**config.mk**
```make
export PLATFORM = sky130hd
export DESIGN_NAME = sdram_port2_arbiter_flat
export DESIGN_NICKNAME = d
export VERILOG_FILES = /design/src/rtl/sdram_port2_arbiter_if.sv /design/src/rtl/sdram_port2_arbiter.sv /design/src/flat_wrapper.sv
export SDC_FILE = /design/constraint.sdc
export NUM_CORES = 1
export LEC_CHECK = 0
export ABC_CLOCK_PERIOD_IN_PS = 3500
export BUFFER_PORTS_ARGS = -buffer_cell sky130_fd_sc_hd__buf_2
export CORE_MARGIN = 4
export CORE_UTILIZATION = 53
export CTS_CLUSTER_DIAMETER = 60
export CTS_CLUSTER_SIZE = 14
export DETAILED_ROUTE_END_ITERATION = 10
export PLACE_DENSITY_LB_ADDON = 0.12
export SYNTH_ARGS = -nofsm -noshare
export SYNTH_HDL_FRONTEND = slang
export SYNTH_SLANG_ARGS = --single-unit
```
**constraint.sdc**
```tcl
create_clock -name clk -period 3.5 [get_ports clk]
set_input_delay 0.35 -clock clk [delete_from_list [all_inputs] [get_ports clk]]
set_output_delay 0.35 -clock clk [all_outputs]
set_load 0.02 [all_outputs]
```
**src/rtl/sdram_port2_arbiter_if.sv**
```systemverilog
// Bundle for the second SDRAM port: two burst clients, the command channel
// and the beat strobe. The arbiter uses 'master', clients/controller use 'slave'.
interface sdram_port2_arbiter_if #(
    parameter int ASIZE = 23,
    parameter int LEN_W = 11
);
    logic             c0_req;
    logic [ASIZE-1:0] c0_addr;
    logic [LEN_W-1:0] c0_len;
    logic             c0_gnt;
    logic             c0_done;

    logic             c1_req;
    logic [ASIZE-1:0] c1_addr;
    logic [LEN_W-1:0] c1_len;
    logic             c1_gnt;
    logic             c1_done;

    logic             err;

    logic             cmd_valid;
    logic             cmd_ready;
    logic             cmd_we;
    logic [ASIZE-1:0] cmd_addr;
    logic [LEN_W-1:0] cmd_len;
    logic             beat;

    modport master (
        input  c0_req, c0_addr, c0_len, c1_req, c1_addr, c1_len, cmd_ready, beat,
        output c0_gnt, c0_done, c1_gnt, c1_done, err,
               cmd_valid, cmd_we, cmd_addr, cmd_len
    );

    modport slave (
        output c0_req, c0_addr, c0_len, c1_req, c1_addr, c1_len, cmd_ready, beat,
        input  c0_gnt, c0_done, c1_gnt, c1_done, err,
               cmd_valid, cmd_we, cmd_addr, cmd_len
    );
endinterface

```
**src/rtl/sdram_port2_arbiter.sv**
```systemverilog
// Round-robin arbiter and burst sequencer for SDRAM port 2: grants one client,
// issues a single burst command, counts beats, aborts stalled bursts.
module sdram_port2_arbiter #(
    parameter int ASIZE   = 23,
    parameter int LEN_W   = 11,
    parameter int TIMEOUT = 1023
) (
    input  logic                   clk,
    input  logic                   rst_n,
    sdram_port2_arbiter_if.master  bus
);
    localparam int WD_W = $clog2(TIMEOUT + 1);
    localparam logic [WD_W-1:0] WD_LAST = WD_W'(TIMEOUT - 1);

    localparam logic [1:0] ST_IDLE    = 2'd0;
    localparam logic [1:0] ST_ISSUE   = 2'd1;
    localparam logic [1:0] ST_XFER    = 2'd2;
    localparam logic [1:0] ST_RELEASE = 2'd3;

    logic [1:0]       state_q,      state_d;
    logic             last_owner_q, last_owner_d;
    logic [LEN_W-1:0] cnt_q,        cnt_d;
    logic [WD_W-1:0]  wd_q,         wd_d;
    logic             c0_gnt_q,     c0_gnt_d;
    logic             c1_gnt_q,     c1_gnt_d;
    logic             c0_done_q,    c0_done_d;
    logic             c1_done_q,    c1_done_d;
    logic             err_q,        err_d;
    logic             cmd_valid_q,  cmd_valid_d;
    logic             cmd_we_q,     cmd_we_d;
    logic [ASIZE-1:0] cmd_addr_q,   cmd_addr_d;
    logic [LEN_W-1:0] cmd_len_q,    cmd_len_d;

    logic             pick1_s;
    logic [LEN_W-1:0] len_s;
    logic             finish_s;
    logic             abort_s;

    // Next-state logic for the arbitration / burst sequencing FSM.
    always_comb begin
        state_d      = state_q;
        last_owner_d = last_owner_q;
        cnt_d        = cnt_q;
        wd_d         = wd_q;
        c0_gnt_d     = c0_gnt_q;
        c1_gnt_d     = c1_gnt_q;
        c0_done_d    = 1'b0;
        c1_done_d    = 1'b0;
        err_d        = 1'b0;
        cmd_valid_d  = cmd_valid_q;
        cmd_we_d     = cmd_we_q;
        cmd_addr_d   = cmd_addr_q;
        cmd_len_d    = cmd_len_q;
        finish_s     = 1'b0;
        abort_s      = 1'b0;
        // Client 1 wins when it is alone, or on a tie when client 0 went last.
        pick1_s      = bus.c1_req & (~bus.c0_req | ~last_owner_q);
        len_s        = pick1_s ? bus.c1_len : bus.c0_len;

        case (state_q)
            ST_IDLE: begin
                if (bus.c0_req | bus.c1_req) begin
                    cmd_we_d   = pick1_s;
                    cmd_addr_d = pick1_s ? bus.c1_addr : bus.c0_addr;
                    cmd_len_d  = len_s;
                    c0_gnt_d   = ~pick1_s;
                    c1_gnt_d   = pick1_s;
                    cnt_d      = {LEN_W{1'b0}};
                    wd_d       = {WD_W{1'b0}};
                    // A zero-length burst skips the command; the empty count completes at once.
                    if (len_s == {LEN_W{1'b0}}) begin
                        cmd_valid_d = 1'b0;
                        state_d     = ST_XFER;
                    end else begin
                        cmd_valid_d = 1'b1;
                        state_d     = ST_ISSUE;
                    end
                end else begin
                    state_d = ST_IDLE;
                end
            end
            ST_ISSUE: begin
                if (bus.cmd_ready) begin
                    cmd_valid_d = 1'b0;
                    cnt_d       = {LEN_W{1'b0}};
                    wd_d        = wd_q + WD_W'(1);
                    state_d     = ST_XFER;
                end else if (wd_q == WD_LAST) begin
                    finish_s = 1'b1;
                    abort_s  = 1'b1;
                end else begin
                    wd_d = wd_q + WD_W'(1);
                end
            end
            ST_XFER: begin
                // Completion is checked before the watchdog so a final beat never aborts.
                if (cnt_q == cmd_len_q) begin
                    finish_s = 1'b1;
                end else if (bus.beat) begin
                    cnt_d = cnt_q + LEN_W'(1);
                    wd_d  = {WD_W{1'b0}};
                end else if (wd_q == WD_LAST) begin
                    finish_s = 1'b1;
                    abort_s  = 1'b1;
                end else begin
                    wd_d = wd_q + WD_W'(1);
                end
            end
            ST_RELEASE: begin
                last_owner_d = cmd_we_q;
                state_d      = ST_IDLE;
            end
            default: begin
                state_d = ST_IDLE;
            end
        endcase

        if (finish_s) begin
            state_d     = ST_RELEASE;
            c0_done_d   = ~cmd_we_q;
            c1_done_d   = cmd_we_q;
            err_d       = abort_s;
            c0_gnt_d    = 1'b0;
            c1_gnt_d    = 1'b0;
            cmd_valid_d = 1'b0;
        end else begin
            state_d = state_d;
        end
    end

    // State and output registers.
    always_ff @(posedge clk or negedge rst_n) begin
        if (!rst_n) begin
            state_q      <= ST_IDLE;
            last_owner_q <= 1'b1;
            cnt_q        <= {LEN_W{1'b0}};
            wd_q         <= {WD_W{1'b0}};
            c0_gnt_q     <= 1'b0;
            c1_gnt_q     <= 1'b0;
            c0_done_q    <= 1'b0;
            c1_done_q    <= 1'b0;
            err_q        <= 1'b0;
            cmd_valid_q  <= 1'b0;
            cmd_we_q     <= 1'b0;
            cmd_addr_q   <= {ASIZE{1'b0}};
            cmd_len_q    <= {LEN_W{1'b0}};
        end else begin
            state_q      <= state_d;
            last_owner_q <= last_owner_d;
            cnt_q        <= cnt_d;
            wd_q         <= wd_d;
            c0_gnt_q     <= c0_gnt_d;
            c1_gnt_q     <= c1_gnt_d;
            c0_done_q    <= c0_done_d;
            c1_done_q    <= c1_done_d;
            err_q        <= err_d;
            cmd_valid_q  <= cmd_valid_d;
            cmd_we_q     <= cmd_we_d;
            cmd_addr_q   <= cmd_addr_d;
            cmd_len_q    <= cmd_len_d;
        end
    end

    assign bus.c0_gnt    = c0_gnt_q;
    assign bus.c1_gnt    = c1_gnt_q;
    assign bus.c0_done   = c0_done_q;
    assign bus.c1_done   = c1_done_q;
    assign bus.err       = err_q;
    assign bus.cmd_valid = cmd_valid_q;
    assign bus.cmd_we    = cmd_we_q;
    assign bus.cmd_addr  = cmd_addr_q;
    assign bus.cmd_len   = cmd_len_q;
endmodule
```
**src/flat_wrapper.sv**
```systemverilog
// flat-port wrapper written by rule: the top's interface ports become plain ports
module sdram_port2_arbiter_flat 
#(
    parameter int ASIZE   = 23,
    parameter int LEN_W   = 11,
    parameter int TIMEOUT = 1023
)
  (clk, rst_n, bus_c0_req, bus_c0_addr, bus_c0_len, bus_c1_req, bus_c1_addr, bus_c1_len, bus_cmd_ready, bus_beat, bus_c0_gnt, bus_c0_done, bus_c1_gnt, bus_c1_done, bus_err, bus_cmd_valid, bus_cmd_we, bus_cmd_addr, bus_cmd_len);
  sdram_port2_arbiter_if #(.ASIZE(ASIZE), .LEN_W(LEN_W)) bus_i ();
  input  logic clk;
  input  logic rst_n;
  input wire logic [$bits(bus_i.c0_req)-1:0] bus_c0_req;
  input wire logic [$bits(bus_i.c0_addr)-1:0] bus_c0_addr;
  input wire logic [$bits(bus_i.c0_len)-1:0] bus_c0_len;
  input wire logic [$bits(bus_i.c1_req)-1:0] bus_c1_req;
  input wire logic [$bits(bus_i.c1_addr)-1:0] bus_c1_addr;
  input wire logic [$bits(bus_i.c1_len)-1:0] bus_c1_len;
  input wire logic [$bits(bus_i.cmd_ready)-1:0] bus_cmd_ready;
  input wire logic [$bits(bus_i.beat)-1:0] bus_beat;
  output wire logic [$bits(bus_i.c0_gnt)-1:0] bus_c0_gnt;
  output wire logic [$bits(bus_i.c0_done)-1:0] bus_c0_done;
  output wire logic [$bits(bus_i.c1_gnt)-1:0] bus_c1_gnt;
  output wire logic [$bits(bus_i.c1_done)-1:0] bus_c1_done;
  output wire logic [$bits(bus_i.err)-1:0] bus_err;
  output wire logic [$bits(bus_i.cmd_valid)-1:0] bus_cmd_valid;
  output wire logic [$bits(bus_i.cmd_we)-1:0] bus_cmd_we;
  output wire logic [$bits(bus_i.cmd_addr)-1:0] bus_cmd_addr;
  output wire logic [$bits(bus_i.cmd_len)-1:0] bus_cmd_len;
  assign bus_i.c0_req = bus_c0_req;
  assign bus_i.c0_addr = bus_c0_addr;
  assign bus_i.c0_len = bus_c0_len;
  assign bus_i.c1_req = bus_c1_req;
  assign bus_i.c1_addr = bus_c1_addr;
  assign bus_i.c1_len = bus_c1_len;
  assign bus_i.cmd_ready = bus_cmd_ready;
  assign bus_i.beat = bus_beat;
  assign bus_c0_gnt = bus_i.c0_gnt;
  assign bus_c0_done = bus_i.c0_done;
  assign bus_c1_gnt = bus_i.c1_gnt;
  assign bus_c1_done = bus_i.c1_done;
  assign bus_err = bus_i.err;
  assign bus_cmd_valid = bus_i.cmd_valid;
  assign bus_cmd_we = bus_i.cmd_we;
  assign bus_cmd_addr = bus_i.cmd_addr;
  assign bus_cmd_len = bus_i.cmd_len;
  sdram_port2_arbiter #(.ASIZE(ASIZE), .LEN_W(LEN_W), .TIMEOUT(TIMEOUT)) u_core (.clk(clk), .rst_n(rst_n), .bus(bus_i));
endmodule
```
Word level (Yosys, flattened, before mapping)
Index checks and enable logic that the tools add are counted.
{"block": "word_totals", "register_bits": 65, "latchBits": 0, "mem_bits_rw": 0, "mem_bits_ro": 0, "in_bits": 74, "out_inout_bits": 41, "word_cells": 85, "memories": 0}
{"block": "op_classes", "n_addsub": 2, "n_mul": 0, "div": 0, "order_cmp": 0, "eq_ne": 11, "shifts": 0, "mux": 39, "bitwise": 7, "reduce_logical": 13}
{"cell": "two-way mux 11 bit", "n": 5}
{"cell": "two-way mux 10 bit", "n": 5}
{"cell": "case mux 11 bit (3 select lines)", "n": 1}
{"cell": "case mux 10 bit (3 select lines)", "n": 1}
{"cell": "two-way mux 23 bit", "n": 1}
{"cell": "two-way mux 1 bit", "n": 18}
{"cell": "adder 11 x 1 -> 11 bit (second input constant)", "n": 1}
{"cell": "== test 11 bit", "n": 1}
{"cell": "zero test 11 bit", "n": 1}
{"cell": "adder 10 x 1 -> 10 bit (second input constant)", "n": 1}
{"cell": "== test 10 bit (second input constant)", "n": 1}
{"cell": "two-way mux 2 bit", "n": 4}
{"cell": "inequality test 2 bit (second input constant)", "n": 3}
{"cell": "case mux 1 bit (2 select lines)", "n": 3}
{"cell": "case mux 2 bit (3 select lines)", "n": 1}
{"cell": "AND reduction 2 bit", "n": 3}
{"cell": "AND reduction 3 bit", "n": 2}
{"cell": "nonzero test 3 bit", "n": 2}
{"cell": "AND reduction 5 bit", "n": 1}
{"cell": "== test 2 bit (second input constant)", "n": 2}
{"cell": "inverter 1 bit", "n": 4}
{"cell": "nonzero test 2 bit", "n": 2}
{"cell": "nonzero test 4 bit", "n": 1}
{"cell": "inequality test 3 x 1 -> 1 bit (second input constant)", "n": 1}
{"cell": "other kinds (6)", "n": 7}

Depth between registers and ports, before layout
{"block": "depth", "depth_word": 9, "ltp_mapped": 9}

Worst setup path after synthesis
OpenSTA, ideal clock, no wires.
{"block": "synth_timing", "path_kind": "reg-to-reg", "startpoint": "reg u_core.state_q[0]", "endpoint": "reg u_core.cnt_q[8]", "setup_time_ns": 0.128, "arrival_time_ns": 1.990, "t_required_ns": 3.372, "setup_slack_ns": 1.382, "stages_incl_launch_ff": 10, "n_path_buf": 2, "path_cell_list": "dfrtp_1 inv_1 ha_1 or3b_1 and2_1 buf_2 nand3_1 buf_2 nor4_1 mux2_1"}
{"block": "synth_via", "elab_chain_len": 3, "elab_cells_between_ends": 10}
{"element": "from (decl)", "line": "sdram_port2_arbiter.sv:20", "text": "logic [1:0] state_q, state_d;"}
{"element": "from (signal assigned)", "line": "sdram_port2_arbiter.sv:148", "text": "state_q <= state_d;"}
{"element": "== test 2 bit (tied with other cells)", "line": "sdram_port2_arbiter.sv:60", "text": "case (state_q)"}
{"element": "inequality test 2 bit (no source line) (tied with other cells)"}
{"element": "AND reduction 5 bit (no source line)"}
{"element": "to (signal assigned)", "line": "sdram_port2_arbiter.sv:136", "text": "cnt_q <= {LEN_W{1'b0}};"}
{"element": "to (signal assigned)", "line": "sdram_port2_arbiter.sv:150", "text": "cnt_q <= cnt_d;"}
{"element": "to (decl)", "line": "sdram_port2_arbiter.sv:22", "text": "logic [LEN_W-1:0] cnt_q, cnt_d;"}
Parallel ways exist; a longest one is shown, timed or not.
A chain may end at the register's enable or synchronous reset.

Worst setup path in the final report
{"block": "layout_timing", "startpoint": "reg u_core.state_q[0]", "endpoint": "reg u_core.wd_q[5]"}
{"block": "layout_via", "elab_chain_len": 3, "elab_cells_between_ends": 8}
{"element": "== test 2 bit (tied with other cells)", "line": "sdram_port2_arbiter.sv:60"}
{"element": "inequality test 2 bit (no source line) (tied with other cells)"}
{"element": "AND reduction 3 bit (no source line)"}
{"element": "to (signal assigned)", "line": "sdram_port2_arbiter.sv:137", "text": "wd_q <= {WD_W{1'b0}};"}
{"element": "to (signal assigned)", "line": "sdram_port2_arbiter.sv:151", "text": "wd_q <= wd_d;"}
{"element": "to (decl)", "line": "sdram_port2_arbiter.sv:23", "text": "logic [WD_W-1:0] wd_q, wd_d;"}
Parallel ways exist; a longest one is shown, timed or not.

==> results by group <==
Status
  • Status: complete, no violations

GRT
  • Most crowded layer after global routing: met2
  • Pin count of the biggest net entering global routing: 43
  • Gr ovfl total: 0
  • First-pass GRT wire length: 15400 µm
  • GR Util All Layers: 0.231
  • M3 GR Usage: 0.0721
  • GR Layer Usage met1: 0.309
  • Vias in the first global route: 3176
  • Met2 usage: 0.351
  • Initial antenna violation count: 0

Setup path
  • Worst EP arrival: 2940 ps
  • Launching point of the worst reg2reg path: u_core.state_q[0]
  • Critical Path Fanout Max: 16
  • Reg2reg path depth: 7
  • Crit path kind: register to register
  • CP Launch Type: register
  • CP endpoint kind: register
  • Crit path required time: 3750 ps
  • Worst setup path start: u_core.state_q[0]

Job
  • Max Cap Viol: 0

STA
  • Worst Max-Slew Pin Slew: 933 ps
  • Slew HR: 0.378
  • Unrepaired setup endpoints after global routing: false
  • Worst Skew: 8.82 ps
  • Tmin final: 2690 ps
  • Final setup fails: 0
  • Final worst slack: 812 ps
  • Final Hold Violating Endpoints: 0
  • Final period util: 0.768
  • Max-slew violation count: 0
  • TNS Setup: 0 ps
  • Fmax: 372 MHz

Floorplanning
  • Site Rows: 30
  • Core Region: 6760 µm²
  • Num ports: 115
  • Die area: 8330 µm²
  • Starting Density: 0.544
  • Die H: 91.3 µm
  • Chip width: 91.3 µm

Synthesis
  • Syn Std Cell Area: 3670 µm²
  • Synth area leaders: dfrtp_1 (44%), mux2i_1 (9.3%), nand2_1 (5.5%), o21ai_0 (5.0%), ha_1 (2.4%)
  • Post-synth top area share: 0.436
  • Avg Inst Size Synth: 9.69 µm²
  • Synth async-reset ratio: 1.00
  • Post-Synthesis Cells: 379
  • Synth Flop Type: dfrtp_1
  • Yosys top cell by area: dfrtp_1
  • Synth Warn #: 0
  • Register area share after synthesis: 0.443
  • Syn nets: 460
  • EDFF count, synth: 0
  • Flops & latches, synth: 65
  • Synth unique cells: 62

Place
  • IO Port Bufs: 114
  • Final GP Congestion: 0.959
  • DP Worst Slack: 879 ps
  • Hpwl dp: 7000 µm

Clock network
  • Clk buf depth: 2
  • Clk_lat worst skew: 340 ps
  • Number of buffers created by CTS: 9
  • Htree depth: 3
  • Clk pin slew, worst setup/hold paths: 80 ps
  • CTS sink cnt: 65
  • TritonCTS clock tree: done
  • CTS Hold Bufs: 0
  • Clock root buffer: clkbuf_8
  • Post-CTS Setup Inserts: 0
  • Gates resized, CTS repair: 0

Drt
  • Vias per cell: 5.68
  • # DRC: 0
  • Iter 0 DRT Violations: 187
  • Sum of routed wire length over all layers: 9270 µm
  • Vias: 3265
  • DR WL/cell: 16.1 µm
  • Drt first pass iters: 4
  • Final ANT Viol Nets: 0

Pwr
  • Max VDD drop: 460 µV
  • Pwr dens: 758 nW/µm²
  • Leak: 2.27 nW

Layout
  • Final core utilization: 0.666
  • Area grow syn2layout: 22.5%
  • Diodes inserted: 0
  • Final layout net count: 571
  • Ratio of cells with drive above 1 in the final layout: 0.301

Worst hold path
  • Hold crit path type: primary input to asynchronous set/reset pin
==> critical path: stages, from the launching register on <==
cell and delay, ps:
dfrtp_1 420, inv_1 110, ha_1 490, nand2b_1 190, a2111oi_2 720, nand2_1 230
and3_4 220, a311oi_2 220
==> cells in the final DEF, fill, tap and decap left out, types with 9 or more instances in the layout <==
cell type    n
nand2_1     54
a21oi_1     11
xor2_1      10
nor2_1      12
nand3_1      9
mux2i_1     34
buf_2      114
clkbuf_8    10
dfrtp_1     64
o21ai_0     37
==> per-layer routing <==
| layer | share of wire | vias up |
|---|---|---|
| li1 | - | 1614 |
| met1 | 0.43 | 1514 |
| met2 | 0.47 | 124 |
| met3 | 0.086 | 13 |
| met4 | 0.017 | 0 |
| met5 | 0 | - |
==> cell families after synthesis <==
logic type      after synthesis  synth area share
fa+ha+maj                     7            0.0238
buf+inv                      27            0.0351
flops                        65             0.443
xor+xnor                     12            0.0307
compound gates               94             0.166
mux                          37             0.102
simple gates                137             0.200
==> final timing paths <==
kind	to	slack (ps)
worst min register to register	u_core.bus.cmd_addr[0]	480
worst max-delay path	u_core.wd_q[5]	810
worst max register to register	u_core.wd_q[5]	810
min in group clk	u_core.bus.cmd_addr[14]	290
worst min-delay path	u_core.cnt_q[5]	140
max in group asynchronous	u_core.cnt_q[7]	2410
==> Yosys cell counts (4+ instances only) <==
master,number
a21oi_1,11
a31oi_1,5
a41oi_1,5
and3_1,7
and4_1,4
buf_2,7
clkbuf_1,9
dfrtp_1,64
ha_1,7
inv_1,7
mux2i_1,34
nand2_1,54
nand2b_1,4
nand3_1,9
nand4_1,7
nor2_1,12
nor2b_1,5
nor3_1,7
nor4_1,5
o21ai_0,37
o21ai_1,8
o31ai_1,4
xor2_1,10
==> where the power goes <==
part	total, W	switching [W]	internal [W]	leakage [nW]
registers	0.00120	0.000193	0.00101	0.834
logic	0.00158	0.00102	0.000555	1.34
clock network	0.000640	0.000294	0.000346	0.0953
total	0.00341	0.00151	0.00191	2.27
==> registers in the layout (all words and copies together) (netlist names) <==
signal and flops:
u_core.bus.cmd_len 11, u_core.bus.c0_done 1, u_core.last_owner_q 1, u_core.bus.c1_done 1, u_core.bus.cmd_addr 23, u_core.cnt_q 11, u_core.bus.cmd_valid 1, u_core.state_q 2
u_core.bus.c0_gnt 1, u_core.bus.cmd_we 1, u_core.bus.err 1, u_core.bus.c1_gnt 1, u_core.wd_q 10
==> through the flow <==
stage          hold WS, ps  instances  area, µm²  total power, W
2_1_floorplan         54.4        379       3670         0.00228
3_3_place_gp           459        559       4310         0.00275
3_5_place_dp           466        559       4310         0.00279
4_1_cts                161        575       4500         0.00344
5_1_grt                207        575       4500         0.00367
6_report               137        575       4500         0.00341
==> cell type report <==
type	instances	area, µm²
Clock buffer	11	141
Inverter	8	30.0
Clock inverter	5	55.1
Tap cell	80	100
Fill cell	545	2250
Sequential cell	65	1630
Timing Repair Buffer	119	608
Multi-Input combinational cell	287	1940
No activity file was read; power rests on OpenSTA's default activity.
